$ cat src/rtl/pong_pkg.sv
// Shared geometry, derived collision limits and FSM encoding for the pong engine and drawer.
package pong_pkg;

  localparam int DefFrameWidth   = 1280;
  localparam int DefFrameHeight  = 960;
  localparam int DefCursorWidth  = 20;
  localparam int DefCursorOffset = 20;
  localparam int DefCursorHeight = 160;
  localparam int DefBallSide     = 30;
  localparam int DefCursorSpeed  = 8;
  localparam int DefBallSpeed    = 4;

  // Limits derived from the default geometry; they are expressed as ball/paddle centres.
  localparam int CursorPyMin   = DefCursorHeight / 2;
  localparam int CursorPyMax   = DefFrameHeight - DefCursorHeight / 2;
  localparam int BallPyMin     = DefBallSide / 2;
  localparam int BallPyMax     = DefFrameHeight - DefBallSide / 2;
  localparam int PaddleLeftPx  = DefCursorOffset + DefCursorWidth + DefBallSide / 2;
  localparam int PaddleRightPx = DefFrameWidth - PaddleLeftPx;
  localparam int MissLeftPx    = DefBallSide / 2;
  localparam int MissRightPx   = DefFrameWidth - DefBallSide / 2;
  localparam int HitReach      = DefCursorHeight / 2 + DefBallSide / 2;

  typedef enum logic [2:0] {
    StIdle,
    StCursor,
    StBall,
    StCollide,
    StCommit
  } pong_state_e;

  function automatic logic signed [12:0] abs13(input logic signed [12:0] v);
    return (v < 0) ? -v : v;
  endfunction

endpackage

$ cat src/rtl/pong_paddle.sv
// Next paddle centre from the current centre and up/down buttons, clamped to the frame.
module pong_paddle #(
  parameter int CURSOR_SPEED = 8,
  parameter int PY_MIN       = 80,
  parameter int PY_MAX       = 880
) (
  input  logic [11:0] py_i,
  input  logic        btn_up_i,
  input  logic        btn_down_i,
  output logic [11:0] py_o
);

  localparam logic signed [12:0] Step  = 13'(CURSOR_SPEED);
  localparam logic signed [12:0] PyMin = 13'(PY_MIN);
  localparam logic signed [12:0] PyMax = 13'(PY_MAX);

  logic signed [12:0] step_py;

  always_comb begin
    step_py = $signed({1'b0, py_i});
    if (btn_up_i && !btn_down_i) begin
      step_py = step_py - Step;
    end else if (btn_down_i && !btn_up_i) begin
      step_py = step_py + Step;
    end
    if (step_py < PyMin) begin
      step_py = PyMin;
    end else if (step_py > PyMax) begin
      step_py = PyMax;
    end
    py_o = step_py[11:0];
  end

endmodule

$ cat src/rtl/pong_engine.sv
// Per-frame pong game update: paddles, ball motion, collisions and scoring over a 4-cycle FSM.
module pong_engine
  import pong_pkg::*;
#(
  parameter int FRAME_WIDTH   = DefFrameWidth,
  parameter int FRAME_HEIGHT  = DefFrameHeight,
  parameter int CURSOR_WIDTH  = DefCursorWidth,
  parameter int CURSOR_OFFSET = DefCursorOffset,
  parameter int CURSOR_HEIGHT = DefCursorHeight,
  parameter int BALL_SIDE     = DefBallSide,
  parameter int CURSOR_SPEED  = DefCursorSpeed,
  parameter int BALL_SPEED    = DefBallSpeed
) (
  input  logic        pxClk,
  input  logic        rst,
  input  logic        frame_tick,
  input  logic        pause,
  input  logic        btn_left_up,
  input  logic        btn_left_down,
  input  logic        btn_right_up,
  input  logic        btn_right_down,
  output logic [11:0] cursor_left_py,
  output logic [11:0] cursor_right_py,
  output logic [11:0] ball_px,
  output logic [11:0] ball_py,
  output logic [3:0]  score_left,
  output logic [3:0]  score_right,
  output logic        busy
);

  localparam int BallHalf = BALL_SIDE / 2;
  localparam int PadFace  = CURSOR_OFFSET + CURSOR_WIDTH + BallHalf;

  localparam logic signed [12:0] WallTop  = 13'(BallHalf);
  localparam logic signed [12:0] WallBot  = 13'(FRAME_HEIGHT - BallHalf);
  localparam logic signed [12:0] PadLeft  = 13'(PadFace);
  localparam logic signed [12:0] PadRight = 13'(FRAME_WIDTH - PadFace);
  localparam logic signed [12:0] MissLeft = 13'(BallHalf);
  localparam logic signed [12:0] MissRight = 13'(FRAME_WIDTH - BallHalf);
  localparam logic signed [12:0] Reach    = 13'(CURSOR_HEIGHT / 2 + BallHalf);
  localparam logic signed [12:0] BallStep = 13'(BALL_SPEED);
  localparam logic signed [12:0] CenterX  = 13'(FRAME_WIDTH / 2);
  localparam logic signed [12:0] CenterY  = 13'(FRAME_HEIGHT / 2);

  pong_state_e state_q, state_d;

  logic [11:0] cur_l_q, cur_r_q, pad_l_q, pad_r_q, pad_l_next, pad_r_next;
  logic [11:0] ball_x_q, ball_y_q;
  logic        dx_pos_q, dy_pos_q;
  logic [3:0]  score_l_q, score_r_q;
  logic signed [12:0] bx_q, by_q;

  logic [11:0] col_px, col_py;
  logic        col_dx, col_dy;
  logic [3:0]  col_sl, col_sr;
  logic signed [12:0] dist_l, dist_r;

  pong_paddle #(
    .CURSOR_SPEED(CURSOR_SPEED),
    .PY_MIN      (CURSOR_HEIGHT / 2),
    .PY_MAX      (FRAME_HEIGHT - CURSOR_HEIGHT / 2)
  ) u_paddle_left (
    .py_i      (cur_l_q),
    .btn_up_i  (btn_left_up),
    .btn_down_i(btn_left_down),
    .py_o      (pad_l_next)
  );

  pong_paddle #(
    .CURSOR_SPEED(CURSOR_SPEED),
    .PY_MIN      (CURSOR_HEIGHT / 2),
    .PY_MAX      (FRAME_HEIGHT - CURSOR_HEIGHT / 2)
  ) u_paddle_right (
    .py_i      (cur_r_q),
    .btn_up_i  (btn_right_up),
    .btn_down_i(btn_right_down),
    .py_o      (pad_r_next)
  );

  always_ff @(posedge pxClk or posedge rst) begin
    if (rst) begin
      state_q <= StIdle;
    end else begin
      state_q <= state_d;
    end
  end

  always_comb begin
    state_d = state_q;
    unique case (state_q)
      StIdle:    if (frame_tick && !pause) state_d = StCursor;
      StCursor:  state_d = StBall;
      StBall:    state_d = StCollide;
      StCollide: state_d = StCommit;
      StCommit:  state_d = StIdle;
      default:   state_d = StIdle;
    endcase
  end

  always_comb begin
    busy = (state_q != StIdle);
  end

  // Collision uses the ball position after this frame's move and this frame's paddles.
  always_comb begin
    col_px = bx_q[11:0];
    col_py = by_q[11:0];
    col_dx = dx_pos_q;
    col_dy = dy_pos_q;
    col_sl = score_l_q;
    col_sr = score_r_q;
    dist_l = by_q - $signed({1'b0, pad_l_q});
    dist_r = by_q - $signed({1'b0, pad_r_q});
    if (by_q <= WallTop) begin
      col_py = WallTop[11:0];
      col_dy = 1'b1;
    end else if (by_q >= WallBot) begin
      col_py = WallBot[11:0];
      col_dy = 1'b0;
    end
    if (!dx_pos_q && bx_q <= PadLeft && bx_q > MissLeft && abs13(dist_l) < Reach) begin
      col_px = PadLeft[11:0];
      col_dx = 1'b1;
    end
    if (dx_pos_q && bx_q >= PadRight && bx_q < MissRight && abs13(dist_r) < Reach) begin
      col_px = PadRight[11:0];
      col_dx = 1'b0;
    end
    // A miss re-serves from the centre toward the conceding side, ignoring wall fixes.
    if (bx_q <= MissLeft) begin
      col_sr = score_r_q + 4'd1;
      col_px = CenterX[11:0];
      col_py = CenterY[11:0];
      col_dx = 1'b0;
      col_dy = dy_pos_q;
    end else if (bx_q >= MissRight) begin
      col_sl = score_l_q + 4'd1;
      col_px = CenterX[11:0];
      col_py = CenterY[11:0];
      col_dx = 1'b1;
      col_dy = dy_pos_q;
    end
  end

  always_ff @(posedge pxClk or posedge rst) begin
    if (rst) begin
      cur_l_q   <= CenterY[11:0];
      cur_r_q   <= CenterY[11:0];
      pad_l_q   <= CenterY[11:0];
      pad_r_q   <= CenterY[11:0];
      ball_x_q  <= CenterX[11:0];
      ball_y_q  <= CenterY[11:0];
      bx_q      <= CenterX;
      by_q      <= CenterY;
      dx_pos_q  <= 1'b1;
      dy_pos_q  <= 1'b1;
      score_l_q <= 4'd0;
      score_r_q <= 4'd0;
    end else begin
      unique case (state_q)
        StCursor: begin
          pad_l_q <= pad_l_next;
          pad_r_q <= pad_r_next;
        end
        StBall: begin
          bx_q <= $signed({1'b0, ball_x_q}) + (dx_pos_q ? BallStep : -BallStep);
          by_q <= $signed({1'b0, ball_y_q}) + (dy_pos_q ? BallStep : -BallStep);
        end
        // Visible state is written on entry to COMMIT, all fields together.
        StCollide: begin
          cur_l_q   <= pad_l_q;
          cur_r_q   <= pad_r_q;
          ball_x_q  <= col_px;
          ball_y_q  <= col_py;
          dx_pos_q  <= col_dx;
          dy_pos_q  <= col_dy;
          score_l_q <= col_sl;
          score_r_q <= col_sr;
        end
        default: ;
      endcase
    end
  end

  assign cursor_left_py  = cur_l_q;
  assign cursor_right_py = cur_r_q;
  assign ball_px         = ball_x_q;
  assign ball_py         = ball_y_q;
  assign score_left      = score_l_q;
  assign score_right     = score_r_q;

endmodule

$ cat config.mk
export PLATFORM = sky130hd
export DESIGN_NAME = pong_engine
export DESIGN_NICKNAME = d
export VERILOG_FILES = /design/src/rtl/pong_pkg.sv /design/src/rtl/pong_paddle.sv /design/src/rtl/pong_engine.sv
export SDC_FILE = /design/constraint.sdc
export NUM_CORES = 1
export LEC_CHECK = 0
export CORE_ASPECT_RATIO = 1.75
export CORE_UTILIZATION = 50
export CTS_CLUSTER_SIZE = 25
export DETAILED_ROUTE_END_ITERATION = 10
export GPL_TIMING_DRIVEN = 0
export HOLD_SLACK_MARGIN = 0.06
export PLACE_DENSITY = 0.73
export REMOVE_ABC_BUFFERS = 1
export SLEW_MARGIN = 5
export SYNTH_ARGS = -nofsm -noshare
export SYNTH_HDL_FRONTEND = slang
export SYNTH_HIERARCHICAL = 1
export SYNTH_SLANG_ARGS = --single-unit
$ cat constraint.sdc
create_clock -name pxClk -period 3.2 [get_ports pxClk]
set_input_delay 0.32 -clock pxClk [delete_from_list [all_inputs] [get_ports pxClk]]
set_output_delay 0.32 -clock pxClk [all_outputs]
set_load 0.03 [all_outputs]
## Word level (Yosys, flattened, before mapping)

Index checks and enable logic that the tools add are counted.
W data, S select, Z words.

- Register bits after elaboration: 111
- Bits of input ports: 8
- Output and inout port bits: 57

- $add $sub $neg: 12
- $lt $le $gt $ge: 16
- Equal/unequal tests: 4
- Multiplexer cells: 28
- Bitwise operators: 2
- Reductions and logical operators: 25

Operators by type and width:

| operator | number |
|---|---|
| $mux W12 | 12 |
| $mux W13 | 8 |
| $lt A13 B8 Y1 const B | 4 |
| $add A12 B4 Y13 const B | 2 |
| $add A13 B13 Y13 | 2 |
| $ge A13 B12 Y1 const B | 2 |
| $gt A13 B11 Y1 const B | 2 |
| $le A13 B5 Y1 const B | 2 |
| $lt A13 B1 Y1 const B | 2 |
| $neg A13 Y13 | 2 |
| $sub A12 B4 Y13 const B | 2 |
| $sub A13 B13 Y13 | 2 |
| $ge A13 B11 Y1 const B | 1 |
| $gt A13 B5 Y1 const B | 1 |
| $le A13 B7 Y1 const B | 1 |
| $lt A13 B12 Y1 const B | 1 |
| $pmux W3 S4 | 1 |
| $logic_and A1 B1 Y1 | 11 |
| $add A4 B1 Y4 const B | 2 |
| $eq A3 B2 Y1 const B | 2 |
| $logic_not A1 Y1 | 6 |
| $mux W1 | 6 |
| $reduce_and A2 Y1 | 2 |
| $reduce_and A4 Y1 | 1 |
| 9 further kinds | 10 |

## Longest topological paths before layout

Gate-level depths: netlist (run 1).

- Depth after elaboration: 9
- Mapped depth: 15
- Depth with buffers taken out: 15

## Hierarchy

The synthesis (run 1) kept the hierarchy.

By module, submodules not included:

| module | instances | cells each | area an instance (sq um) | seq. area each (sq um) |
|---|---|---|---|---|
| pong_engine | 1 | 813 | 7228.2 | 2815.2 |
| pong_paddle | 2 | 80 | 593.1 | 0.0 |

## Least setup slack after synthesis (run 1)

Ideal clock, no wire load.

- Kind: register -> register
- Start point: register pad_l_q[0]
- End point: register ball_x_q[3], in the netlist ball_px[3]
- Arrival time: 3.317 ns
- Setup slack: -0.240 ns
- Stages on the path, launching flop included: 13
- Path buffers: 0
- Period minus slack after synthesis: 3.440 ns
- Cells stage by stage: dfrtp_1 -> ha_1 -> fa_1 -> and2b_1 -> o21ai_0 -> a311oi_2 -> nand4b_2 -> or4_1 -> a221oi_2 -> nand3_1 -> nor4_4 -> a211o_1 -> a21oi_1

- Cells in the longest elaborated chain, start to end: 9
- Elaborated cells on any way between the ends: 10
- Classes of those cells: add/sub (2); order compare (2); mux (5); reduce/logical (1)

Ends and longest elaborated chain:

| what | line | RTL |
|---|---|---|
| from (decl) | pong_engine.sv:47 | `logic [11:0] cur_l_q, cur_r_q, pad_l_q, pad_r_q, pad_l_next, pad_r_next;` |
| from (signal assigned) | pong_engine.sv:149 | `pad_l_q <= CenterY[11:0];` |
| from (signal assigned) | pong_engine.sv:162 | `pad_l_q <= pad_l_next;` |
| $sub A13 B13 Y13 * | pong_engine.sv:112 | `dist_l = by_q - $signed({1'b0, pad_l_q});` |
| $neg A13 Y13 or $lt A13 B1 Y1 (tied branches) | pong_pkg.sv:33 | `return (v < 0) ? -v : v;` |
| $mux W13 * | pong_pkg.sv:33 |  |
| $lt A13 B8 Y1 * | pong_engine.sv:121 | `if (!dx_pos_q && bx_q <= PadLeft && bx_q > MissLeft && abs13(dist_l) < Reach) begin` |
| $logic_and A1 B1 Y1 * | pong_engine.sv:121 |  |
| $mux W12 * | pong_engine.sv:121 |  |
| $mux W12 * | pong_engine.sv:125 | `if (dx_pos_q && bx_q >= PadRight && bx_q < MissRight && abs13(dist_r) < Reach) begin` |
| $mux W12 * | pong_engine.sv:136 | `end else if (bx_q >= MissRight) begin` |
| $mux W12 * | pong_engine.sv:130 | `if (bx_q <= MissLeft) begin` |
| to (signal assigned) | pong_engine.sv:151 | `ball_x_q <= CenterX[11:0];` |
| to (signal assigned) | pong_engine.sv:173 | `ball_x_q <= col_px;` |
| to (decl) | pong_engine.sv:48 | `logic [11:0] ball_x_q, ball_y_q;` |

Every way passes the cells marked *; elsewhere a longest branch is shown, timed or not.
A chain may end at the register's enable or synchronous reset.

## Final worst setup path (run 1)

- Start point: register by_q[6]
- End point: register dx_pos_q

- Cells in the longest elaborated chain, start to end: 8
- Elaborated cells on any way between the ends: 17
- Classes of those cells: add/sub (4); order compare (4); mux (5); reduce/logical (4)

Ends and longest elaborated chain:

| what | line | RTL |
|---|---|---|
| from (decl) | pong_engine.sv:51 | `logic signed [12:0] bx_q, by_q;` |
| from (signal assigned) | pong_engine.sv:154 | `by_q <= CenterY;` |
| from (signal assigned) | pong_engine.sv:167 | `by_q <= $signed({1'b0, ball_y_q}) + (dy_pos_q ? BallStep : -BallStep);` |
| $sub A13 B13 Y13 | pong_engine.sv:113 | `dist_r = by_q - $signed({1'b0, pad_r_q});` |
| $neg A13 Y13 or $lt A13 B1 Y1 (tied branches) | pong_pkg.sv:33 |  |
| $mux W13 | pong_pkg.sv:33 |  |
| $lt A13 B8 Y1 | pong_engine.sv:125 |  |
| $logic_and A1 B1 Y1 | pong_engine.sv:125 |  |
| $mux W1 | pong_engine.sv:125 |  |
| $mux W1 | pong_engine.sv:136 |  |
| $mux W1 | pong_engine.sv:130 |  |
| to (signal assigned) | pong_engine.sv:175 | `dx_pos_q <= col_dx;` |
| to (decl) | pong_engine.sv:49 | `logic dx_pos_q, dy_pos_q;` |

Parallel ways exist; a longest one is shown, timed or not.

==> flow_summary.yaml, run 1 <==
sta:
  finalClockSkew_ns: 0.0154
  fmax_mhz: 273
  hold_viol_final: 0
  slew_viol_final: 0
  setup_viol: 9
  worstMarginPinSlew_ns: 0.836
  rsz0062_at_grt: "yes"
  hold_ws_ns: 0.318
  relSlewSlack: 0.440
  post-route-period-util: 1.14
  final.min_clock_period_ns: 3.66
  setup_slack_ns: -0.458
global_routing:
  use_met1: 0.276
  met2_usage: 0.457
  grt_overflow: 0
  grt_pass1_vias: 7202
  top_usage_layer: "met2"
  grt_pass1_wl_um: 34400
  antenna_found_initial: 0
  grt_max_degree: 76
  gr-usage-met3: 0.0363
  track_usage: 0.246
worst_setup_path:
  r2r-end: "dx_pos_q$_DFFE_PP1P_"
  r2r_start: "by_q[6]$_DFFE_PP1N_"
  crit_path_start: "by_q[6]$_DFFE_PP1N_"
  cp.arrival_ns: 3.95
  crit_path_top_delay_cell: "dfstp_2"
  ff2ff_path_depth: 12
  critPathMaxFanout: 7
  slowest_delay_ns: 0.63
  cp_num_buf_inv: 1
  cp_top_family: "simple AND/OR/NAND/NOR gates"
  ff2ff_setup_slack_ns: -0.46
  cp-endpoint: "dx_pos_q$_DFFE_PP1P_"
  path_class: "flip-flop to flip-flop"
  cp-end-kind: "flip-flop"
  crit_path_start_kind: "flip-flop"
  cp.depth: 12
  crit_chain: "ha_2 -> nor3b_1 -> a311o_1 -> a311oi_2 -> nand4b_2 -> or4_4 -> a221oi_2 -> buf_4 -> nand4b_1 -> nor4_4 -> a21oi_2 -> a211oi_2"
  crit_required_ns: 3.49
run:
  cap_viol_max_count: 0
finish:
  insertedDiodeCount: 0
  syn_to_final_growth_pct: 19.9
  mostFrequentLayoutCells: "nand2_1 (116), o21ai_0 (88), dfrtp_1 (78)"
  fill_cells: 1471
  final_common_cell: "nand2_1"
  drive_gt1_frac: 0.184
  finalNetCount: 1104
synthesis:
  synth-compound-area-share: 0.225
  synth_seq_cells: 111
  syn_inst: 973
  yosysTopAreaCell: "dfrtp_1"
  synthArstFlopShare: 1.00
  synth_cell_types: 93
  muxShareOfSynthArea: 0.0230
  synth_area_per_cell_um2: 8.65
  synth_xor_xnor_area_share: 0.0684
  synth_edf_count: 0
  synthAdderAreaFrac: 0.0839
  synth_flop_cell: "dfrtp_1"
  synth_top_family_by_area: "compound AO/OA/AOI/OAI gates"
  synth_top_area_share: 0.241
  ys_top_cells_by_area: "dfrtp_1 (24%), dfstp_2 (9.4%), ha_1 (7.4%)"
  synthSimpleGateAreaFrac: 0.210
  ys_seq_area_frac: 0.335
  synth_area_um2: 8410
  ys_warn_count: 6
clocking:
  root_buffer: "clkbuf_16"
  cts-htree-levels: 3
  cts_tree: "yes"
  clkTransAtPathRegs_ns: 0.08
  clock-sinks: 111
  clk_latency_ns: 0.37
  cts.path.max_buffers: 2
  cts_hold_buf: 0
  cts_buffers: 9
routing:
  num_vias: 7372
  ant_nets: 0
  dr.first_iter.drc_count: 315
  routedWlPerCell_um: 16.5
  drc: 0
  routed_wl_um: 21000
  dr.pass1.iters: 5
  viasPerCell: 5.80
floorplan:
  die_area_um2: 17400
  die_w_um: 100
  die_h_um: 174
  io_pins: 65
  core_um2: 16400
  initial_utilization: 0.512
  fp-row-count: 62
placed_design:
  portBuffers: 64
  dp_worst_setup_slack_ns: -0.883
  gp_congestion: 0.881
  hpwlAfterDp_um: 15300
run_status:
  status: "complete, but fails checks"
  violations: "negative setup slack"
min_path:
  holdCritPathClass: "input pin to asynchronous set/reset pin"
==> final cells by class <==
type | instances | area [um^2] | share of cell area
well taps | 224 | 280 | 0.0278
clock buffers | 10 | 239 | 0.0237
clock inverters | 6 | 60.1 | 0.00595
repair buffers | 94 | 925 | 0.0917
inverters | 67 | 267 | 0.0264
repair inverters | 1 | 5.00 | 0.000496
multi-input cells | 758 | 5490 | 0.544
flip-flops and latches | 111 | 2820 | 0.279
==> repair_timing <==
item | CTS | global route
gates resized for setup | 50 | 33
cloned | 0 | 1
pin swaps | 18 | 16
setup endpoints to repair | 9 | 11
buffers inserted | 12 | 13
==> per-stage QoR <==
step	setup TNS (ns)	area, um^2	utilization	cells
2_1_floorplan	-1.89	8210	-	936
3_3_place_gp	-215.16	9140	0.555	1224
3_5_place_dp	-7.67	9240	0.562	1230
4_1_cts	-2.99	9820	0.597	1257
5_1_grt	-4.78	10100	0.613	1271
6_report	-3.30	10100	0.613	1271
==> logic make-up (layout without fill, tap and decap cells) <==
group           Yosys count  in the layout
compound gates          286            286
other cells               2              4
mux                      18             18
xor+xnor                 64             64
flops                   111            111
simple gates            332            332
buf+inv                 106            178
fa+ha+maj                54             54
==> state kept, by name (all words and copies together), names as in the netlist <==
register and count:
bx_q 13, by_q 13, ball_px 12, ball_py 12
cursor_left_py 12, cursor_right_py 12, pad_l_q 12, pad_r_q 12
score_left 4, score_right 4, state_q 3, dx_pos_q 1
dy_pos_q 1
==> how the worst min path moves through the flow <==
stage	start	to	slack [ns]	depth (start not counted)
final	rst	pad_l_q[1]$_DFFE_PP0P_	0.32	2
after global routing	rst	pad_l_q[1]$_DFFE_PP0P_	0.36	2
after CTS	rst	by_q[4]$_DFFE_PP0N_	0.34	2
after detailed placement	ball_px[9]$_DFFE_PP1P_	ball_px[9]$_DFFE_PP1P_	0.46	2
after global placement	ball_px[9]$_DFFE_PP1P_	ball_px[9]$_DFFE_PP1P_	0.46	2
after floorplan	state_q[2]$_DFFE_PP0P_	state_q[0]$_DFFE_PP0P_	0.46	1
==> synth_stat cells, drive strengths merged, types with 4 or more instances <==
cell / count
nand2b: 9
and2: 8
a21boi: 8
o41ai: 4
xnor2: 43
o22a: 5
o21ai: 95
a31oi: 10
o22ai: 8
nand3b: 6
or3: 9
dfrtp: 81
dfstp: 30
xor2: 21
a311oi: 4
nor4: 11
clkbuf: 26
a21oi: 52
and4b: 4
or4: 6
mux2: 11
buf: 13
nand4b: 5
nor2: 42
a41o: 4
nand4: 8
nor3: 31
o211ai: 10
fa: 4
o21bai: 14
ha: 50
or2: 14
and3b: 4
mux2i: 7
and3: 14
o31ai: 4
a211oi: 12
nand2: 118
a21o: 10
o21a: 10
nand3: 23
inv: 67
nor3b: 8
==> worst register-to-register path, cell delays in order (launching register included) <==
cell and delay (ns):
dfstp_2 0.63, ha_2 0.35, nor3b_1 0.16, a311o_1 0.29, a311oi_2 0.27, nand4b_2 0.15
or4_4 0.49, a221oi_2 0.30, buf_4 0.15, nand4b_1 0.13, nor4_4 0.36, a21oi_2 0.09
a211oi_2 0.20
==> layer usage <==
metal,up-vias,part of all wire,routed length [um]
met5,-,0,0
met4,0,0.029,611
met3,39,0.031,643
met2,128,0.54,11400
met1,3558,0.40,8400
li1,3647,-,-
Power of run 1 is left out: the tool's default activity adds up to more than one toggle a clock period on the data nets, which glitch-free logic cannot reach.
==> run 2, diff against run 1 <==
--- a/config.mk
+++ b/config.mk
@@ -5,13 +5,15 @@
 export SDC_FILE = /design/constraint.sdc
 export NUM_CORES = 1
 export LEC_CHECK = 0
+export CELL_PAD_IN_SITES_DETAIL_PLACEMENT = 0
+export CELL_PAD_IN_SITES_GLOBAL_PLACEMENT = 2
 export CORE_ASPECT_RATIO = 1.75
-export CORE_UTILIZATION = 50
+export CORE_UTILIZATION = 33
 export CTS_CLUSTER_SIZE = 25
 export DETAILED_ROUTE_END_ITERATION = 10
 export GPL_TIMING_DRIVEN = 0
 export HOLD_SLACK_MARGIN = 0.06
-export PLACE_DENSITY = 0.73
+export PLACE_DENSITY_LB_ADDON = 0.1
 export REMOVE_ABC_BUFFERS = 1
 export SLEW_MARGIN = 5
 export SYNTH_ARGS = -nofsm -noshare
==> run 2 against run 1 <==
- the run still ends with negative setup slack left
- register-to-register slack improved by 0.04 ns
- die area increased by 51%
- sequential share of layout area decreased by 0.55 points
- maximum frequency increased by 1.2%
- routed wire length increased by 14%
- highest routed layer unchanged
==> flow_summary.yaml, run 2 (synthesis gave the netlist of run 1 again) <==
clocking:
  cts_hold_buf: 0
  cts_tree: "yes"
  cts_buffers: 9
  cts-htree-levels: 3
  cts.path.max_buffers: 2
  clk_latency_ns: 0.37
  root_buffer: "clkbuf_16"
  clkTransAtPathRegs_ns: 0.08
  clock-sinks: 111
worst_setup_path:
  ff2ff_setup_slack_ns: -0.41
  r2r-end: "ball_px[4]$_DFFE_PP0P_"
  crit_required_ns: 3.51
  path_class: "flip-flop to flip-flop"
  ff2ff_path_depth: 16
  crit_path_start_kind: "flip-flop"
  critPathMaxFanout: 3
  crit_path_start: "by_q[0]$_DFFE_PP0N_"
  r2r_start: "by_q[0]$_DFFE_PP0N_"
  cp.arrival_ns: 3.92
  cp-end-kind: "flip-flop"
sta:
  worstMarginPinSlew_ns: 0.907
  slew_viol_final: 0
  hold_ws_ns: 0.264
  final.min_clock_period_ns: 3.61
  setup_viol: 9
  post-route-period-util: 1.13
  rsz0062_at_grt: "yes"
  setup_slack_ns: -0.415
  hold_viol_final: 0
  relSlewSlack: 0.390
  fmax_mhz: 277
  finalClockSkew_ns: 0.00880
finish:
  final_common_cell: "nand2_1"
  fill_cells: 2566
  reg_top3: "bx_q (13), by_q (13)"
  syn_to_final_growth_pct: 22.1
  drive_gt1_frac: 0.182
  insertedDiodeCount: 0
  mostFrequentLayoutCells: "nand2_1 (116), o21ai_0 (89), dfrtp_1 (80)"
  finalNetCount: 1108
global_routing:
  antenna_found_initial: 0
  grt_pass1_wl_um: 38200
  grt_pass1_vias: 7211
  grt_overflow: 0
  grt_max_degree: 89
  track_usage: 0.191
routing:
  routed_wl_um: 24000
  dr.pass1.iters: 6
  routedWlPerCell_um: 17.6
  drc: 0
  ant_nets: 0
  num_vias: 7258
  viasPerCell: 5.31
  dr.first_iter.drc_count: 222
placed_design:
  hpwlAfterDp_um: 18200
  gp_congestion: 0.769
  portBuffers: 64
floorplan:
  io_pins: 65
  core_um2: 25100
  die_area_um2: 26200
  fp-row-count: 77
  die_h_um: 213
  die_w_um: 123
  initial_utilization: 0.335
run:
  cap_viol_max_count: 0
run_status:
  violations: "negative setup slack"
  status: "complete, but fails checks"
min_path:
  holdCritPathClass: "input pin to asynchronous set/reset pin"
run 2: layer usage:
layer,global-route usage,routed length [um],vias to the layer above
li1,-,-,3647
met1,0.214,9850,3509
met2,0.360,13200,82
met3,0.0184,447,20
met4,0.0765,519,0
met5,0,0,-
run 2: cell type report:
cell class,instances,area (um^2),area share
inverter,67,263,0.0256
tap,316,395,0.0385
clock buffer,10,229,0.0223
multi-input combinational,758,5500,0.535
timing repair buffer,99,980,0.0953
clock inverter,6,95.1,0.00925
sequential,111,2820,0.274
run 2: stage by stage:
step,instances,cell area [um^2],setup TNS [ns],setup WS [ns],util
after detailed placement,1324,9380,-8.20,-1.01,0.373
after floorplan,936,8210,-1.89,-0.245,-
after CTS,1355,10100,-3.67,-0.477,0.402
final,1367,10300,-3.43,-0.415,0.409
after global routing,1367,10300,-4.75,-0.573,0.409
after global placement,1316,9250,-267.70,-2.00,0.368
run 2: critical path: stages, from the launching register on:
cell,delay (ns)
dfrtp_1,0.41
inv_4,0.08
ha_4,0.17
fa_2,0.36
and2b_2,0.27
o21ai_4,0.08
a311oi_2,0.35
nand4b_2,0.17
or4_4,0.53
a221oi_4,0.31
buf_4,0.16
a21boi_2,0.06
o21bai_4,0.15
buf_4,0.15
buf_6,0.09
a211oi_2,0.07
o21ai_2,0.14
run 2: timing repair:
item                                    4_1_cts  5_1_grt
pin swaps                                    24       10
gates resized for setup                      61       22
endpoints found under the setup margin        9       11
buffers inserted                             15       12
run 2: worst max path at each step:
stage	end	slack [ns]	depth (start not counted)
detailed placement	dx_pos_q$_DFFE_PP1P_	-1.01	12
CTS	dx_pos_q$_DFFE_PP1P_	-0.48	13
global placement	pad_r_q[1]$_DFFE_PP0P_	-2.00	2
global route	ball_px[3]$_DFFE_PP0P_	-0.57	15
finish	ball_px[4]$_DFFE_PP0P_	-0.41	16
floorplan	ball_px[3]$_DFFE_PP0P_	-0.25	12
Power of run 2 is left out for the same reason.
